==> src/rtl/dilithium_pkg.sv <==
// Shared definitions for the Dilithium verify stream: field tags, mode encodings
// and per-security-level word counts for a given stream word width.
package dilithium_pkg;

  typedef enum logic [2:0] {
    F_RHO  = 3'd0,
    F_C    = 3'd1,
    F_Z    = 3'd2,
    F_T1   = 3'd3,
    F_MLEN = 3'd4,
    F_MSG  = 3'd5,
    F_H    = 3'd6
  } field_t;

  localparam logic MODE_LOW_RES   = 1'b0;
  localparam logic MODE_HIGH_PERF = 1'b1;

  function automatic int unsigned ceil_words(input int unsigned bits, input int unsigned w);
    return (bits + w - 1) / w;
  endfunction

  function automatic int unsigned seed_words_num(input int unsigned w);
    return ceil_words(256, w);
  endfunction

  // z: l polynomials of 256 coeffs packed at 18 (level 2) or 20 bits
  function automatic int unsigned z_words_num(input int unsigned sec, input int unsigned w);
    case (sec)
      3:       return ceil_words(5 * 256 * 20, w);
      5:       return ceil_words(7 * 256 * 20, w);
      default: return ceil_words(4 * 256 * 18, w);
    endcase
  endfunction

  function automatic int unsigned t1_words_num(input int unsigned sec, input int unsigned w);
    case (sec)
      3:       return ceil_words(6 * 256 * 10, w);
      5:       return ceil_words(8 * 256 * 10, w);
      default: return ceil_words(4 * 256 * 10, w);
    endcase
  endfunction

  // h: omega + k bytes
  function automatic int unsigned h_words_num(input int unsigned sec, input int unsigned w);
    case (sec)
      3:       return ceil_words((55 + 6) * 8, w);
      5:       return ceil_words((75 + 8) * 8, w);
      default: return ceil_words((80 + 4) * 8, w);
    endcase
  endfunction

endpackage

==> src/rtl/stream_reg_slice.sv <==
// One-entry registered valid/ready slice; accepts a new word while draining.
module stream_reg_slice #(
  parameter int unsigned WIDTH = 8
) (
  input  logic             clk,
  input  logic             rst,
  input  logic             in_valid_i,
  output logic             in_ready_o,
  input  logic [WIDTH-1:0] in_data_i,
  output logic             out_valid_o,
  input  logic             out_ready_i,
  output logic [WIDTH-1:0] out_data_o
);

  logic             valid_q, valid_d;
  logic [WIDTH-1:0] data_q, data_d;

  assign in_ready_o  = !valid_q || out_ready_i;
  assign out_valid_o = valid_q;
  assign out_data_o  = data_q;

  always_comb begin
    valid_d = valid_q;
    data_d  = data_q;
    if (in_valid_i && in_ready_o) begin
      valid_d = 1'b1;
      data_d  = in_data_i;
    end else if (out_ready_i) begin
      valid_d = 1'b0;
    end
  end

  always_ff @(posedge clk) begin
    if (rst) begin
      valid_q <= 1'b0;
      data_q  <= '0;
    end else begin
      valid_q <= valid_d;
      data_q  <= data_d;
    end
  end

endmodule

==> src/rtl/dilithium_verify_ingress.sv <==
// Verify-mode ingress: tags host words with field/index, forwards them through a
// register slice to the core, and returns the single verify-result word.
module dilithium_verify_ingress
  import dilithium_pkg::*;
#(
  parameter int unsigned HIGH_PERF = 1,
  parameter int unsigned SEC_LEVEL = 2,
  parameter int unsigned W         = 64
) (
  input  logic          clk,
  input  logic          rst,
  input  logic          start,
  input  logic          valid_i,
  output logic          ready_i,
  input  logic [W-1:0]  data_i,
  output logic          fld_valid,
  input  logic          fld_ready,
  output logic [W-1:0]  fld_data,
  output logic [2:0]    fld_id,
  output logic [15:0]   fld_idx,
  output logic          fld_last,
  output logic [W-1:0]  msg_len_o,
  input  logic          res_valid,
  input  logic          res_accept,
  output logic          valid_o,
  input  logic          ready_o,
  output logic [W-1:0]  data_o,
  output logic          done
);

  localparam int unsigned SEED_WORDS = seed_words_num(W);
  localparam int unsigned Z_WORDS    = z_words_num(SEC_LEVEL, W);
  localparam int unsigned T1_WORDS   = t1_words_num(SEC_LEVEL, W);
  localparam int unsigned H_WORDS    = h_words_num(SEC_LEVEL, W);
  localparam int unsigned BPW        = W / 8;
  localparam int unsigned BPW_SH     = $clog2(BPW);
  localparam logic        MODE       = (HIGH_PERF != 0) ? MODE_HIGH_PERF : MODE_LOW_RES;
  localparam int unsigned PW         = W + 3 + 16 + 1;

  typedef enum logic [3:0] {
    S_IDLE, LD_RHO, LD_C, LD_Z, LD_T1, LD_MLEN, LD_MSG, LD_H, S_WAIT_RES, S_RESULT
  } state_t;

  state_t         state_q, state_d;
  logic [W-1:0]   cnt_q, cnt_d;
  logic [W-1:0]   msg_len_q, msg_len_d;
  logic           pend_q, pend_d;
  logic           pend_acc_q, pend_acc_d;
  logic           res_q, res_d;
  logic           vo_q, vo_d;
  logic           done_q, done_d;

  logic           is_load, slice_rdy, in_xfer, field_last;
  logic [W-1:0]   cur_words, msg_words;
  logic [W:0]     msg_sum;
  field_t         cur_id;
  logic [PW-1:0]  slice_out;

  function automatic state_t next_load(input state_t s);
    if (MODE == MODE_HIGH_PERF) begin
      case (s)
        LD_RHO:  return LD_C;
        LD_C:    return LD_Z;
        LD_Z:    return LD_T1;
        LD_T1:   return LD_MLEN;
        LD_MLEN: return LD_MSG;
        LD_MSG:  return LD_H;
        default: return S_WAIT_RES;
      endcase
    end else begin
      case (s)
        LD_RHO:  return LD_T1;
        LD_T1:   return LD_C;
        LD_C:    return LD_Z;
        LD_Z:    return LD_H;
        LD_H:    return LD_MLEN;
        LD_MLEN: return LD_MSG;
        default: return S_WAIT_RES;
      endcase
    end
  endfunction

  // msg_len_q is valid from the cycle after the MLEN word, which is the earliest MSG transfer
  always_comb begin
    msg_sum   = {1'b0, msg_len_q} + (W+1)'(BPW - 1);
    msg_words = W'(msg_sum >> BPW_SH);
    if (msg_words == '0) msg_words = W'(1);
  end

  always_comb begin
    cur_id    = F_RHO;
    cur_words = W'(SEED_WORDS);
    case (state_q)
      LD_C:    begin cur_id = F_C;    cur_words = W'(SEED_WORDS); end
      LD_Z:    begin cur_id = F_Z;    cur_words = W'(Z_WORDS);    end
      LD_T1:   begin cur_id = F_T1;   cur_words = W'(T1_WORDS);   end
      LD_MLEN: begin cur_id = F_MLEN; cur_words = W'(1);          end
      LD_MSG:  begin cur_id = F_MSG;  cur_words = msg_words;      end
      LD_H:    begin cur_id = F_H;    cur_words = W'(H_WORDS);    end
      default: ;
    endcase
  end

  assign is_load    = state_q inside {LD_RHO, LD_C, LD_Z, LD_T1, LD_MLEN, LD_MSG, LD_H};
  assign ready_i    = is_load && slice_rdy;
  assign in_xfer    = valid_i && ready_i;
  assign field_last = (cnt_q == cur_words - W'(1));

  always_comb begin
    state_d    = state_q;
    cnt_d      = cnt_q;
    msg_len_d  = msg_len_q;
    pend_d     = pend_q;
    pend_acc_d = pend_acc_q;
    res_d      = res_q;
    vo_d       = vo_q;
    done_d     = 1'b0;
    case (state_q)
      S_IDLE: begin
        if (start) begin
          state_d   = LD_RHO;
          cnt_d     = '0;
          msg_len_d = '0;
          pend_d    = 1'b0;
        end
      end
      S_WAIT_RES: begin
        if (res_valid || pend_q) begin
          res_d   = (res_valid ? res_accept : pend_acc_q) ^ MODE;
          vo_d    = 1'b1;
          pend_d  = 1'b0;
          state_d = S_RESULT;
        end
      end
      S_RESULT: begin
        if (ready_o) begin
          vo_d    = 1'b0;
          done_d  = 1'b1;
          state_d = S_IDLE;
        end
      end
      default: begin
        // a verdict arriving while words are still loading is kept for S_WAIT_RES
        if (res_valid) begin
          pend_d     = 1'b1;
          pend_acc_d = res_accept;
        end
        if (in_xfer) begin
          if (state_q == LD_MLEN) msg_len_d = data_i;
          if (field_last) begin
            cnt_d   = '0;
            state_d = next_load(state_q);
          end else begin
            cnt_d = cnt_q + W'(1);
          end
        end
      end
    endcase
  end

  always_ff @(posedge clk) begin
    if (rst) begin
      state_q    <= S_IDLE;
      cnt_q      <= '0;
      msg_len_q  <= '0;
      pend_q     <= 1'b0;
      pend_acc_q <= 1'b0;
      res_q      <= 1'b0;
      vo_q       <= 1'b0;
      done_q     <= 1'b0;
    end else begin
      state_q    <= state_d;
      cnt_q      <= cnt_d;
      msg_len_q  <= msg_len_d;
      pend_q     <= pend_d;
      pend_acc_q <= pend_acc_d;
      res_q      <= res_d;
      vo_q       <= vo_d;
      done_q     <= done_d;
    end
  end

  stream_reg_slice #(.WIDTH(PW)) u_slice (
    .clk         (clk),
    .rst         (rst),
    .in_valid_i  (in_xfer),
    .in_ready_o  (slice_rdy),
    .in_data_i   ({data_i, cur_id, cnt_q[15:0], field_last}),
    .out_valid_o (fld_valid),
    .out_ready_i (fld_ready),
    .out_data_o  (slice_out)
  );

  assign fld_data  = slice_out[PW-1 -: W];
  assign fld_id    = slice_out[19:17];
  assign fld_idx   = slice_out[16:1];
  assign fld_last  = slice_out[0];
  assign msg_len_o = msg_len_q;
  assign valid_o   = vo_q;
  assign data_o    = {{(W-1){1'b0}}, res_q};
  assign done      = done_q;

endmodule

==> config.mk <==
export PLATFORM = sky130hd
export DESIGN_NAME = dilithium_verify_ingress
export DESIGN_NICKNAME = d
export VERILOG_FILES = /design/src/rtl/dilithium_pkg.sv /design/src/rtl/stream_reg_slice.sv /design/src/rtl/dilithium_verify_ingress.sv
export SDC_FILE = /design/constraint.sdc
export NUM_CORES = 1
export LEC_CHECK = 0
export ABC_CLOCK_PERIOD_IN_PS = 8900
export BUFFER_PORTS_ARGS = -buffer_cell sky130_fd_sc_hd__buf_2
export CAP_MARGIN = 20
export CELL_PAD_IN_SITES_DETAIL_PLACEMENT = 2
export CELL_PAD_IN_SITES_GLOBAL_PLACEMENT = 2
export CORE_MARGIN = 5
export CORE_UTILIZATION = 33
export CTS_BUF_LIST = sky130_fd_sc_hd__clkbuf_8
export CTS_CLUSTER_SIZE = 40
export DETAILED_ROUTE_END_ITERATION = 16
export PLACE_DENSITY_LB_ADDON = 0.12
export REMOVE_ABC_BUFFERS = 1
export SLEW_MARGIN = 20
export SYNTH_ARGS = -nofsm -noshare
export SYNTH_HDL_FRONTEND = slang
export SYNTH_SLANG_ARGS = --single-unit
export TNS_END_PERCENT = 50
==> constraint.sdc <==
create_clock -name clk -period 8.9 [get_ports clk]
set_clock_uncertainty 0.2 [all_clocks]
set_input_delay 0 -clock clk [delete_from_list [all_inputs] [get_ports clk]]
set_output_delay 0 -clock clk [all_outputs]
set_load 0.02 [all_outputs]
==> run summary <==
Status -> complete, no violations
H-tree lvl count -> 2
Syn Area/Cell -> 7.24 sq um
CP max FO -> 29
GRT Overall Usage -> 28.7%
FF-to-FF Start -> msg_len_o[3]
Worst endpoint required time -> 9.17 ns
Gate Count Post-Synth -> 2116
Layout net count -> 2491
Reg2reg path depth -> 28
Via count -> 17819
WL/cell -> 24.9 um
Setup Viol. Count Final -> 0
Antenna viol nets, final -> 0
Fin util -> 41.0%
Internal Power -> 2.83 mW
Rows -> 79
Worst-Skew Late Latency -> 0.61 ns
Core Area -> 46300 sq um
Post-CTS Setup Inserts -> 0
Reg2reg setup slack -> 0.30 ns
Synthesized area -> 15300 sq um
Starting DRT DRC Count -> 1073
First-pass GRT wire length -> 117 mm
Area occupied by multi-input gates -> 9960 sq um
GRT Residual Overflow -> 0
First-pass iteration count of the detailed router -> 5
Sequential fraction of design power -> 21.7%
Filler cell count -> 5379
CTS root buf -> clkbuf_8
Ant diodes -> 0
Yosys top cell by area -> dfxtp_1
TNS Setup -> 0 ns
Initial Utilization -> 33.1%
WL final -> 76.1 mm
Crit. Startpoint -> msg_len_o[3]
Place WS -> 0.353 ns
Fmax -> 0.116 GHz
Worst R2R End -> cnt_q[30]
NetSw -> 3.12 mW
Tot Pwr -> 5.95 mW
Slew Limit Fails -> 0
Synth Flop Type -> dfxtp_1
Hold path depth -> 4
Placed inst area -> 16800 sq um
Critical path arrival -> 8.88 ns
Crit path largest cell delay -> 0.75 ns
Worst relative slew slack -> 33.6%
Post-DP HPWL -> 53.3 mm
Least-Margin Pin Slew -> 0.996 ns
Share of layout cells above drive strength 1 -> 15.9%
Port bufs -> 224
Min-Delay Endpoint -> u_slice.out_data_o[70]
FF/Latch Area -> 4440 sq um
Largest net degree at the start of global routing -> 75
Vias in the first global route -> 18978
Remaining DRCs -> 0
MaxCap Viol Count -> 0
Post-synth top area share -> 29.0%
LEAKAGE -> 7.47 nW
DIE AREA -> 50900 sq um
Register area share after synthesis -> 29.0%
CTS tree -> built
EDFF count, synth -> 0
Combinational Power Share -> 61.4%
Synth warn -> 0
Area growth syn-to-layout -> 23.7%
Clock power frac -> 16.9%
TritonCTS Buffers -> 43
Hold_ws -> 0.0340 ns
Die X -> 226 um
Ratio of final minimum period to clock period -> 96.7%
Fin. Hold Viols -> 0
CP Class -> reg2reg
Worst-path clk slew -> 0.07 ns
Most used cell, CP -> buf_4
Inst Count DP -> 2847
Non-filler instance count after layout -> 3051
RSZ-0062 raised after global routing -> false
Tmin final -> 8.60 ns
Fin area -> 19000 sq um
Slowest cell on crit path -> or4b_2
RePlAce Congestion -> 0.966
Min-Delay Path Class -> in2reg
CTS sink count -> 222
Sw Share -> 52.4%
Hold Crit Start -> data_i[50]
Setup crit end kind -> register
Synth Register Bits -> 222
Drt via density -> 5.84
Initial antenna violation count -> 0
IO Count -> 288
Netlist cell types -> 93
Top post-synthesis cells by area -> dfxtp_1 29%, nand2_1 7.8%, xnor2_1 4.9%
Peak VDD IR -> 152 uV
Clock Path Buffers -> 3
Die Y -> 226 um
Critical path launch point type -> register
Fraction of registers with async set/reset -> 0%
PnR worst setup slack -> 0.296 ns
Power per standard cell area -> 314 nW/um^2
[metal layers]
layer	track usage, %	wire, um	up-vias	share of wire, %
met5	0	0	-	0
met4	8.41	2150	0	2.8
met3	4.49	3560	117	4.7
met2	48.9	36900	453	48
met1	37.7	33600	9081	44
li1	-	-	8168	-
[cells by family (layout without fill, tap and decap cells)]
logic type / after synthesis / after routing / share of synthesized area (%)
buffers and inverters: 248 / 514 / 7.97
other: 1 / 63 / 0.0245
XOR/XNOR: 128 / 128 / 7.31
flip-flops: 222 / 222 / 29.0
AND/OR/NAND/NOR: 1035 / 1035 / 33.9
AO/OA/AOI/OAI: 462 / 462 / 20.4
adder cells (fa/ha/maj): 2 / 2 / 0.163
multiplexers: 18 / 18 / 1.22
[flip-flops by register name (all words and copies together) (netlist names)]
register	cells
cnt_q	64
done	1
msg_len_o	64
pend_acc_q	1
pend_q	1
res_q	1
state_q	4
u_slice.out_data_o	84
u_slice.out_valid_o	1
valid_o	1
[critical path: cells and delay by family, from the launching register on]
| family | cells | cell delay [ns] |
|---|---|---|
| xor gates and xnor gates | 2 | 0.29 |
| and+or+nand+nor | 12 | 3.73 |
| buffers and inverters | 6 | 1.15 |
| DFF | 1 | 0.50 |
| AOI/OAI and AO/OA | 7 | 2.36 |
| adders and majority gates | 1 | 0.24 |
[power by group through the flow]
stage	Sequential, mW	Combinational [mW]	Clock [mW]
finish	1.29	3.65	1.00
global placement	1.29	3.43	0
CTS	1.28	3.56	1.02
detailed placement	1.30	3.49	0
floorplan	1.38	2.07	0
global route	1.31	3.87	1.08
[Yosys cell counts, types with 12 or more instances]
cell type / count
a21o_1: 15
a21oi_1: 132
a22oi_1: 73
a31oi_1: 15
and2_1: 15
and3_1: 29
buf_2: 22
buf_4: 66
clkbuf_1: 120
dfxtp_1: 222
inv_1: 30
mux2i_1: 13
nand2_1: 320
nand3_1: 119
nand4_1: 57
nor2_1: 196
nor3_1: 80
nor3b_1: 15
nor4_1: 57
o21ai_0: 51
o21ai_1: 18
o311ai_1: 26
o31a_1: 15
o31ai_1: 12
or2_2: 16
or3_1: 35
or4_1: 19
xnor2_1: 86
xor2_1: 42
[cell type report]
cell class                 instances  area share (%)
clock buffer                      48            3.48
tap                              607            4.01
clock inverter                    24           0.666
sequential                       222            23.4
multi-input combinational       1708            52.6
inverter                          30           0.594
timing repair buffer             412            15.3
[worst max-delay path by stage]
stage | end | cells past startpoint
2_1_floorplan | cnt_q[19] | 15
6_report | cnt_q[30] | 28
4_1_cts | cnt_q[30] | 26
5_1_grt | cnt_q[30] | 26
3_5_place_dp | cnt_q[30] | 26
3_3_place_gp | cnt_q[60] | 26
[what timing repair did]
item,in CTS,in global routing
gates resized for setup,0,4
setup endpoints to repair,0,44
endpoints found under the hold margin,164,0
hold buffers,132,0
[layout by cell type (no fill, tap or decap), types with 9 or more instances in the layout]
cell           count
mux2i_1           13
o21ai_1           18
a31oi_1           14
buf_2            223
nand3_1          118
dfxtp_1          222
clkbuf_8          48
nor2_1           195
or4_1             19
dlygate4sd3_1    132
o211ai_1           9
or3_1             35
inv_1             47
and2_1            14
nor4b_1            9
nor4_1            55
o311ai_1          26
nand2b_1           9
nor2b_1           11
conb_1            63
buf_4             54
a21o_1            15
or2_2             16
a21oi_1          132
o31ai_1           12
and4_1            11
o21ai_0           51
and3_1            29
xnor2_1           86
nor3_1            80
xor2_1            42
a22oi_1           73
o31a_1            15
nor3b_1           15
nand2_1          319
nand4_1           57
Power figures use the tool's default switching activity.
